<file path="src/rtl/iline_responder.sv">
// Instruction-fetch responder with a single 256-bit line buffer, filled in 64-bit bursts.
// Optional ILINE_EARLY_RESP_EN: answer as soon as the requested beat lands instead of after beat 3.
module iline_responder #(
    parameter int width      = 32,
    parameter int beat_width = 64,
    parameter int line_beats = 4
) (
    input  logic                  clk,
    input  logic                  rst,
    input  logic                  i_mem_read,
    input  logic [width-1:0]      i_mem_address,
    output logic                  i_mem_resp,
    output logic [width-1:0]      i_mem_rdata,
    output logic                  pmem_read,
    output logic [width-1:0]      pmem_address,
    input  logic [beat_width-1:0] pmem_rdata,
    input  logic                  pmem_resp
);

    localparam int cnt_w          = $clog2(line_beats);
    localparam int words_per_beat = beat_width / width;
    localparam int half_w         = $clog2(words_per_beat);
    localparam int offset_w       = 2 + half_w + cnt_w;
    localparam int tag_w          = width - offset_w;
    localparam logic [cnt_w-1:0] last_beat = cnt_w'(line_beats - 1);

    typedef enum logic [1:0] {IDLE, FILL, RESPOND} state_t;

    state_t               state_reg, state_next;
    logic                 valid_reg;
    logic [tag_w-1:0]     tag_reg;
    logic [width-1:0]     req_addr_reg;
    logic [cnt_w-1:0]     beat_cnt_reg;
    logic [width-1:0]     rdata_reg;
`ifdef ILINE_EARLY_RESP_EN
    logic                 early_resp_reg;
`endif

    logic [line_beats-1:0][beat_width-1:0] line_beat;

    logic [tag_w-1:0]  in_tag;
    logic [cnt_w-1:0]  in_beat;
    logic [half_w-1:0] in_half;
    logic [cnt_w-1:0]  req_beat;
    logic [half_w-1:0] req_half;
    logic              hit;
    logic              beat_wr;
    logic              last_wr;
    logic              req_beat_wr;
    logic [width-1:0]  hit_word;
    logic [width-1:0]  fill_word;
    logic              unused_addr_bits;

    function automatic logic [width-1:0] pick_word(input logic [beat_width-1:0] b,
                                                   input logic [half_w-1:0] h);
        return b[h*width +: width];
    endfunction

    assign in_tag   = i_mem_address[width-1:offset_w];
    assign in_beat  = i_mem_address[offset_w-1:2+half_w];
    assign in_half  = i_mem_address[2+half_w-1:2];
    assign req_beat = req_addr_reg[offset_w-1:2+half_w];
    assign req_half = req_addr_reg[2+half_w-1:2];
    assign unused_addr_bits = ^{i_mem_address[1:0], req_addr_reg[1:0]};

    assign hit         = valid_reg && (tag_reg == in_tag);
    assign beat_wr     = (state_reg == FILL) && pmem_resp;
    assign last_wr     = beat_wr && (beat_cnt_reg == last_beat);
    assign req_beat_wr = beat_wr && (beat_cnt_reg == req_beat);

    // The requested beat may be arriving this very cycle, so bypass the buffer for it.
    assign hit_word  = pick_word(line_beat[in_beat], in_half);
    assign fill_word = pick_word((req_beat == beat_cnt_reg) ? pmem_rdata : line_beat[req_beat],
                                 req_half);

    genvar gi;
    generate
        for (gi = 0; gi < line_beats; gi++) begin : g_beat
            logic [beat_width-1:0] beat_reg;
            always_ff @(posedge clk) begin
                if (beat_wr && (beat_cnt_reg == cnt_w'(gi))) begin
                    beat_reg <= pmem_rdata;
                end
            end
            assign line_beat[gi] = beat_reg;
        end
    endgenerate

    always_ff @(posedge clk or posedge rst) begin
        if (rst) begin
            state_reg <= IDLE;
        end else begin
            state_reg <= state_next;
        end
    end

    always_comb begin
        state_next = state_reg;
        case (state_reg)
            IDLE: begin
                if (i_mem_read) begin
                    state_next = hit ? RESPOND : FILL;
                end
            end
            FILL: begin
                if (last_wr) begin
`ifdef ILINE_EARLY_RESP_EN
                    // An earlier beat already produced the response; just finish the burst.
                    state_next = (req_beat == last_beat) ? RESPOND : IDLE;
`else
                    state_next = RESPOND;
`endif
                end
            end
            RESPOND: state_next = IDLE;
            default: state_next = IDLE;
        endcase
    end

    always_ff @(posedge clk or posedge rst) begin
        if (rst) begin
            valid_reg    <= 1'b0;
            tag_reg      <= '0;
            req_addr_reg <= '0;
            beat_cnt_reg <= '0;
            rdata_reg    <= '0;
`ifdef ILINE_EARLY_RESP_EN
            early_resp_reg <= 1'b0;
`endif
        end else begin
`ifdef ILINE_EARLY_RESP_EN
            early_resp_reg <= 1'b0;
`endif
            case (state_reg)
                IDLE: begin
                    if (i_mem_read) begin
                        req_addr_reg <= i_mem_address;
                        if (hit) begin
                            rdata_reg <= hit_word;
                        end else begin
                            valid_reg    <= 1'b0;
                            tag_reg      <= in_tag;
                            beat_cnt_reg <= '0;
                        end
                    end
                end
                FILL: begin
                    if (beat_wr) begin
                        beat_cnt_reg <= beat_cnt_reg + cnt_w'(1);
                    end
                    if (last_wr) begin
                        valid_reg <= 1'b1;
                    end
`ifdef ILINE_EARLY_RESP_EN
                    if (req_beat_wr) begin
                        rdata_reg      <= fill_word;
                        early_resp_reg <= (beat_cnt_reg != last_beat);
                    end
`else
                    if (last_wr) begin
                        rdata_reg <= fill_word;
                    end
`endif
                end
                default: ;
            endcase
        end
    end

    always_comb begin
        i_mem_resp   = (state_reg == RESPOND);
`ifdef ILINE_EARLY_RESP_EN
        i_mem_resp   = i_mem_resp || early_resp_reg;
`endif
        pmem_read    = (state_reg == FILL);
        pmem_address = '0;
        if (state_reg == FILL) begin
            pmem_address = {req_addr_reg[width-1:offset_w], {offset_w{1'b0}}};
        end
    end

    assign i_mem_rdata = rdata_reg;

endmodule

</file>
<file path="config.mk">
export PLATFORM = sky130hd
export DESIGN_NAME = iline_responder
export DESIGN_NICKNAME = d
export VERILOG_FILES = /design/src/rtl/iline_responder.sv
export SDC_FILE = /design/constraint.sdc
export NUM_CORES = 1
export LEC_CHECK = 0
export ABC_AREA = 1
export CAP_MARGIN = 15
export CORE_MARGIN = 8
export CORE_UTILIZATION = 40
export CTS_CLUSTER_SIZE = 12
export DETAILED_ROUTE_END_ITERATION = 10
export PLACE_DENSITY = 0.58
export SYNTH_ARGS = -nofsm -noshare
export SYNTH_HDL_FRONTEND = slang
export SYNTH_SLANG_ARGS = --single-unit
</file>
<file path="constraint.sdc">
create_clock -name clk -period 4.7 [get_ports clk]
set_input_delay 0.47 -clock clk [delete_from_list [all_inputs] [get_ports clk]]
set_output_delay 0.47 -clock clk [all_outputs]
set_load 0.005 [all_outputs]
</file>
==> run_results.csv, run 1 <==
group,metric,value,unit
synthesis,post-synth-top-count-cell,"nand2_1",
flow_run,cap_violations,0,
detailed_routing,vias,16016,
clock_network,clk_pin_slew_worst_paths,0.06,ns
pwr,sw_frac_of_total,41.4,%
detailed_routing,drtIter0Drc,1509,
setup_path,rrSetupSlack,1.70,ns
synthesis,yosysWarnings,0,
synthesis,synthDistinctLibCells,30,
sta,period_share,65.6,%
setup_path,cp_common_cell,"inv_2",
sta,max_freq,324,MHz
global_route,grt_first_pass_wirelength,92.8,mm
setup_path,start_kind,"register",
synthesis,synth_common_cells,"835 x nand2_1, 392 x nand3_1, 256 x edfxtp_1",
synthesis,syn_inst,2302,
setup_path,r2r_start,"req_addr_reg[4]$_DFFE_PP0P_",
floorplanning,start_util,40.4,%
setup_path,slowest_stage,"clkdlybuf4s50_1",
floorplanning,ioPinCount,166,
detailed_routing,drt-total-wl,60.7,mm
layout,finalNetCount,2488,
layout,largest_register_ffs,256,
placement,place.gp.congestion,0.826,
detailed_routing,wl_per_cell,20.1,um
floorplanning,fp.coreArea,46400,um^2
sta,final_hold_viol_count,0,
synthesis,synth_top_area_share,41.1,%
pwr,clock_power_share,23.8,%
sta,fin_tns_setup,0,ns
pwr,p_leak,9.68,nW
global_route,grt_overflow,0,
clock_network,cts_root_buf,"clkbuf_16",
setup_path,cp_cell_sequence,"inv_2, nor2_4, inv_2, buf_4, nor2_1, clkdlybuf4s50_1",
clock_network,cts_buffers,40,
sta,setup_ws,1.62,ns
clock_network,htree_levels,2,
synthesis,synth_flop_cell,"edfxtp_1",
setup_path,endpoint_kind,"output pin",
clock_network,cts_setup_buffers,0,
sta,slew_violations,0,
placement,dp.final_hpwl,34.7,mm
clock_network,cts_tree,"done",
synthesis,ys_top_cells_by_area,"edfxtp_1 41%, nand2_1 17%, dfrtp_1 13%",
synthesis,synth.cell_area,18700,um^2
pwr,p_seq_share,33.7,%
synthesis,yosysSeqAreaShare,53.7,%
status,outcome,"complete, no violations",
detailed_routing,via_per_inst,5.30,
clock_network,post_cts_resized,0,
pwr,intPower,7.70,mW
detailed_routing,drc,0,
setup_path,arrival,2.61,ns
sta,setup_viol,0,
setup_path,r2r_end,"i_mem_rdata[7]$_DFFE_PP0P_",
synthesis,synthArstFlopShare,26.9,%
placement,port_buffers,158,
sta,worst_slew_pin_slew,1.13,ns
setup_path,worstPathMaxFanout,27,
synthesis,synth_edf_count,256,
sta,grt_setup_unrepaired,"false",
pwr,p_sw,5.43,mW
floorplanning,die_width,232,um
clock_network,clock-sinks,350,
setup_path,path_class,"register to output pin",
clock_network,cts_buffer_depth,3,
hold_path,hold_class,"input port to asynchronous set/reset pin",
layout,drive_above_1_share,5.43,%
clock_network,ctsHoldBuffers,0,
pwr,p_per_area,601,nW/um^2
pwr,p_comb_share,42.5,%
setup_path,cpPeakStageDelay,0.48,ns
pwr,ir_worst_vdd,0.408,mV
synthesis,ys_ff_latch,350,
placement,post-place-ws,1.72,ns
detailed_routing,first_pass_iters,6,
sta,skew,0.0146,ns
floorplanning,die_height,232,um
sta,layout_min_cycle_time,3.08,ns
sta,slew_headroom,24.7,%
floorplanning,die_area,54000,um^2
setup_path,reg2regPathDepth,10,
setup_path,critical_path_required,4.23,ns
global_route,grtUsageTotal,22.2,%
detailed_routing,antenna_left,0,
global_route,grt_pass1_vias,15925,
clock_network,clock_latency,0.56,ns
global_route,antenna_found_initial,5,
global_route,grt_max_degree,102,
synthesis,synth_area_leader_cell,"edfxtp_1",
synthesis,avgSynthCellArea,8.13,um^2
floorplanning,std_cell_rows,79,
layout,syn2layout_area_growth,16.9,%
==> final cells by class <==
type | instances | area, um^2
antenna | 3 | 7.51
clock buffer | 53 | 1120
clock inverter | 19 | 164
fill | 4438 | 24500
inverter | 240 | 906
multi-input combinational | 1563 | 7040
sequential | 350 | 10000
tap | 607 | 759
timing repair buffer | 189 | 1830
==> metal layers <==
layer	track usage [%]	part of all wire, %	vias to the layer above
met5	0	0	-
met2	37.7	49	612
met1	28.2	41	7622
met3	3.53	7.0	129
li1	-	-	7653
met4	8.24	2.9	0
==> cell families after synthesis <==
| family | count (synthesis) | share of synthesized area, % |
|---|---|---|
| XOR/XNOR | 9 | 0.421 |
| AO/OA/AOI/OAI | 187 | 5.20 |
| AND/OR/NAND/NOR | 1358 | 31.4 |
| flip-flops | 350 | 53.7 |
| other | 1 | 0.0200 |
| adder cells (fa/ha/maj) | 4 | 0.267 |
| buffers and inverters | 393 | 9.01 |
==> cells in the final DEF (no fill, tap or decap), types with 4 or more instances in the layout <==
| cell | n |
|---|---|
| clkbuf_1 | 7 |
| a21oi_1 | 65 |
| buf_4 | 30 |
| nand2_1 | 830 |
| nand3_1 | 392 |
| nand3b_1 | 64 |
| dfrtp_1 | 92 |
| conb_1 | 5 |
| clkinv_2 | 13 |
| clkinv_1 | 7 |
| clkbuf_16 | 41 |
| o21ai_0 | 102 |
| edfxtp_1 | 256 |
| clkbuf_8 | 5 |
| nor2_4 | 5 |
| o21ai_1 | 10 |
| o21ai_2 | 10 |
| nand2_2 | 6 |
| inv_2 | 9 |
| xnor2_1 | 7 |
| nand4_1 | 6 |
| inv_1 | 226 |
| clkdlybuf4s50_1 | 156 |
| ha_1 | 4 |
| nor2_1 | 51 |
==> critical path, delay by kind of cell (launching register included) <==
kind / cells / cell delay, ns
DFF: 1 / 0.41
and+or+nand+nor: 2 / 0.16
buffers and inverters: 4 / 1.46
==> power by group through the flow <==
stage                     registers [mW]  clock network (mW)  logic (mW)
after floorplan                     4.38                   0        3.62
after global placement              4.45                   0        5.52
after detailed placement            4.47                   0        5.58
after CTS                           4.42                3.19        5.61
after global routing                4.50                3.29        6.21
final                               4.42                3.13        5.59
==> metrics by stage <==
step	power [mW]	instance area (um^2)	instances	utilization, %	hold WS (ns)
floorplan	8.00	18700	2306	-	0.442
global placement	9.97	20600	2949	44.4	0.456
detailed placement	10.1	20600	2949	44.4	0.457
CTS	13.2	21900	3021	47.2	0.341
global route	14.0	21900	3023	47.2	0.411
finish	13.1	21900	3024	47.2	0.339
==> how the worst max path moves through the flow <==
stage                                      endpoint  slack [ns]                   startpoint
floorplan           g_beat[0].beat_reg[0]$_DFFE_PP_        0.71     state_reg[1]$_DFFE_PP0P_
global placement           state_reg[0]$_DFFE_PP0P_        1.71            i_mem_address[13]
detailed placement         state_reg[0]$_DFFE_PP0P_        1.72            i_mem_address[13]
CTS                                pmem_address[17]        1.55     state_reg[0]$_DFFE_PP0P_
global route             i_mem_rdata[0]$_DFFE_PP0P_        1.48  req_addr_reg[3]$_DFFE_PP0P_
finish                             pmem_address[18]        1.62     state_reg[0]$_DFFE_PP0P_
(Power assumes the default switching activity.)
==> run 2, diff against run 1 <==
clock period = 2.9 ns   (was 4.7 ns; I/O delays follow)
==> run 2 against run 1 <==
Against the previous run:
- non-clock buffer count rose by 14
- clock skew rose by 0.0056 ns
- clock power increased by 65%
- combinational power is 68% higher
- cell area increased by 1.5%
- setup slack got worse by 1.3 ns
- cell count increased by 0.56%
- sequential share of layout area decreased by 0.68 points
- via count rose by 1.8%
- hold slack worse by 0.15 ns
- die area did not move
- highest routed layer unchanged
==> run_results.csv, run 2 (synthesized netlist as in run 1, its figures left out) <==
group,metric,value,unit
floorplanning,ioPinCount,166,
setup_path,critical_path_required,2.61,ns
layout,largest_register_ffs,256,
setup_path,worstPathMaxFanout,33,
sta,setup_viol,0,
floorplanning,fp.coreArea,46400,um^2
clock_network,clock-sinks,350,
global_route,grt_pass1_vias,16295,
pwr,ir_worst_vdd,1.00,mV
pwr,p_leak,9.83,nW
detailed_routing,drtIter0Drc,1491,
floorplanning,std_cell_rows,79,
setup_path,endpoint_kind,"output pin",
detailed_routing,first_pass_iters,6,
clock_network,cts_buffer_depth,3,
pwr,intPower,12.7,mW
hold_path,hold_class,"input port to asynchronous set/reset pin",
setup_path,slowest_stage,"clkdlybuf4s50_1",
pwr,p_sw,8.98,mW
detailed_routing,drc,0,
global_route,grt_max_degree,129,
global_route,grtUsageTotal,22.4,%
setup_path,start_kind,"register",
placement,post-place-ws,0.523,ns
sta,max_freq,392,MHz
clock_network,clk_pin_slew_worst_paths,0.06,ns
status,outcome,"complete, no violations",
setup_path,path_class,"register to output pin",
clock_network,cts_tree,"done",
layout,final_cell_mix,"830 x nand2_1, 392 x nand3_1, 256 x edfxtp_1, 227 x inv_1, 156 x clkdlybuf4s50_1",
detailed_routing,via_per_inst,5.36,
detailed_routing,wl_per_cell,20.1,um
detailed_routing,antenna_left,0,
clock_network,cts_setup_buffers,0,
sta,layout_min_cycle_time,2.55,ns
global_route,antenna_found_initial,4,
sta,slew_violations,0,
clock_network,ctsHoldBuffers,0,
pwr,p_comb_share,43.2,%
flow_run,cap_violations,0,
pwr,total_power,21.7,mW
clock_network,post_cts_resized,0,
layout,final_common_cell,"nand2_1",
sta,grt_setup_unrepaired,"false",
setup_path,cp_cell_sequence,"nor2_4, buf_4, clkdlybuf4s50_1",
detailed_routing,drt-total-wl,61.2,mm
placement,dp.final_hpwl,35.8,mm
clock_network,htree_levels,2,
sta,setup_ws,0.349,ns
sta,final_hold_viol_count,0,
sta,worst_slew_pin_slew,0.758,ns
layout,syn2layout_area_growth,18.6,%
sta,skew,0.0202,ns
pwr,sw_frac_of_total,41.4,%
sta,period_share,88.0,%
layout,drive_above_1_share,6.05,%
pwr,p_seq_share,33.1,%
setup_path,cpPeakStageDelay,0.63,ns
clock_network,cts_root_buf,"clkbuf_16",
sta,slew_headroom,49.5,%
floorplanning,die_height,232,um
layout,finalNetCount,2503,
global_route,grt_first_pass_wirelength,94.1,mm
pwr,p_per_area,978,nW/um^2
pwr,clock_power_share,23.7,%
placement,place.gp.congestion,0.833,
clock_network,cts_buffers,41,
floorplanning,start_util,40.4,%
floorplanning,die_width,232,um
placement,port_buffers,158,
setup_path,arrival,2.26,ns
detailed_routing,vias,16311,
clock_network,clock_latency,0.57,ns
floorplanning,die_area,54000,um^2
global_route,grt_overflow,0,
==> run 2: changes by cell type in the layout (fill, tap and decap cells not counted), sizes merged <==
cell    change
buf        +14
clkbuf      +3
clkinv      -3
inv         +3
bufinv      -1
diode       +1
==> run 2: final timing paths <==
| check | from | end | slack, ns | cells past startpoint |
|---|---|---|---|---|
| hold reg to reg | i_mem_rdata[10]$_DFFE_PP0P_ | i_mem_rdata[10]$_DFFE_PP0P_ | 0.47 | 2 |
| max in group asynchronous | rst | i_mem_rdata[31]$_DFFE_PP0P_ | 2.08 | 3 |
| setup / recovery | state_reg[1]$_DFFE_PP0P_ | pmem_read | 0.35 | 3 |
| setup reg to reg | req_addr_reg[3]$_DFFE_PP0P_ | i_mem_rdata[28]$_DFFE_PP0P_ | 0.51 | 12 |
| hold / removal | rst | i_mem_rdata[18]$_DFFE_PP0P_ | 0.19 | 2 |
| min in group clk | i_mem_address[6] | tag_reg[1]$_DFFE_PP0P_ | 0.36 | 3 |
==> run 2: critical path, delay by kind of cell, from the launching register on <==
family,cells,cell delay (ns)
buffers and inverters,2,1.14
flip-flops,1,0.42
AND/OR/NAND/NOR,1,0.13
==> run 2: metrics by stage <==
step	util [%]	cell area (um^2)	std cells	setup TNS [ns]	hold WS [ns]
after CTS	47.9	22200	3037	0	0.192
after global routing	47.9	22200	3041	0	0.226
after detailed placement	45.0	20900	2963	0	0.460
after floorplan	-	18700	2306	-208.83	0.389
final	47.9	22200	3041	0	0.186
after global placement	45.0	20900	2963	0	0.454
==> run 2: layout make-up <==
class	count	area, um^2
timing repair buffer	203	2120
fill	4440	24200
multi-input combinational	1563	7040
sequential	350	10000
antenna	4	10.0
inverter	240	905
clock inverter	18	144
tap	607	759
clock buffer	56	1170
==> run 2: power by group through the flow <==
| stage | Clock, mW | Combinational (mW) | Sequential (mW) |
|---|---|---|---|
| after floorplan | 0 | 5.87 | 7.10 |
| final | 5.15 | 9.37 | 7.19 |
| after CTS | 5.24 | 9.37 | 7.18 |
| after global routing | 5.44 | 10.3 | 7.31 |
| after global placement | 0 | 9.22 | 7.24 |
| after detailed placement | 0 | 9.33 | 7.27 |
==> run 2: routing by layer <==
metal / wire [um] / GRT usage, % / part of all wire (%) / up-vias
met1: 25300 / 28.9 / 41 / 7846
met4: 2270 / 9.74 / 3.7 / 0
met3: 4270 / 3.59 / 7.0 / 139
met2: 29300 / 36.9 / 48 / 634
li1: - / - / - / 7692
met5: 0 / 0 / 0 / -
==> run 3, diff against run 2 <==
GPL_ROUTABILITY_DRIVEN = 0   (was unset)
==> results of run 3 <==
No change in the layout: final DEF, timing and power equal those of run 2.
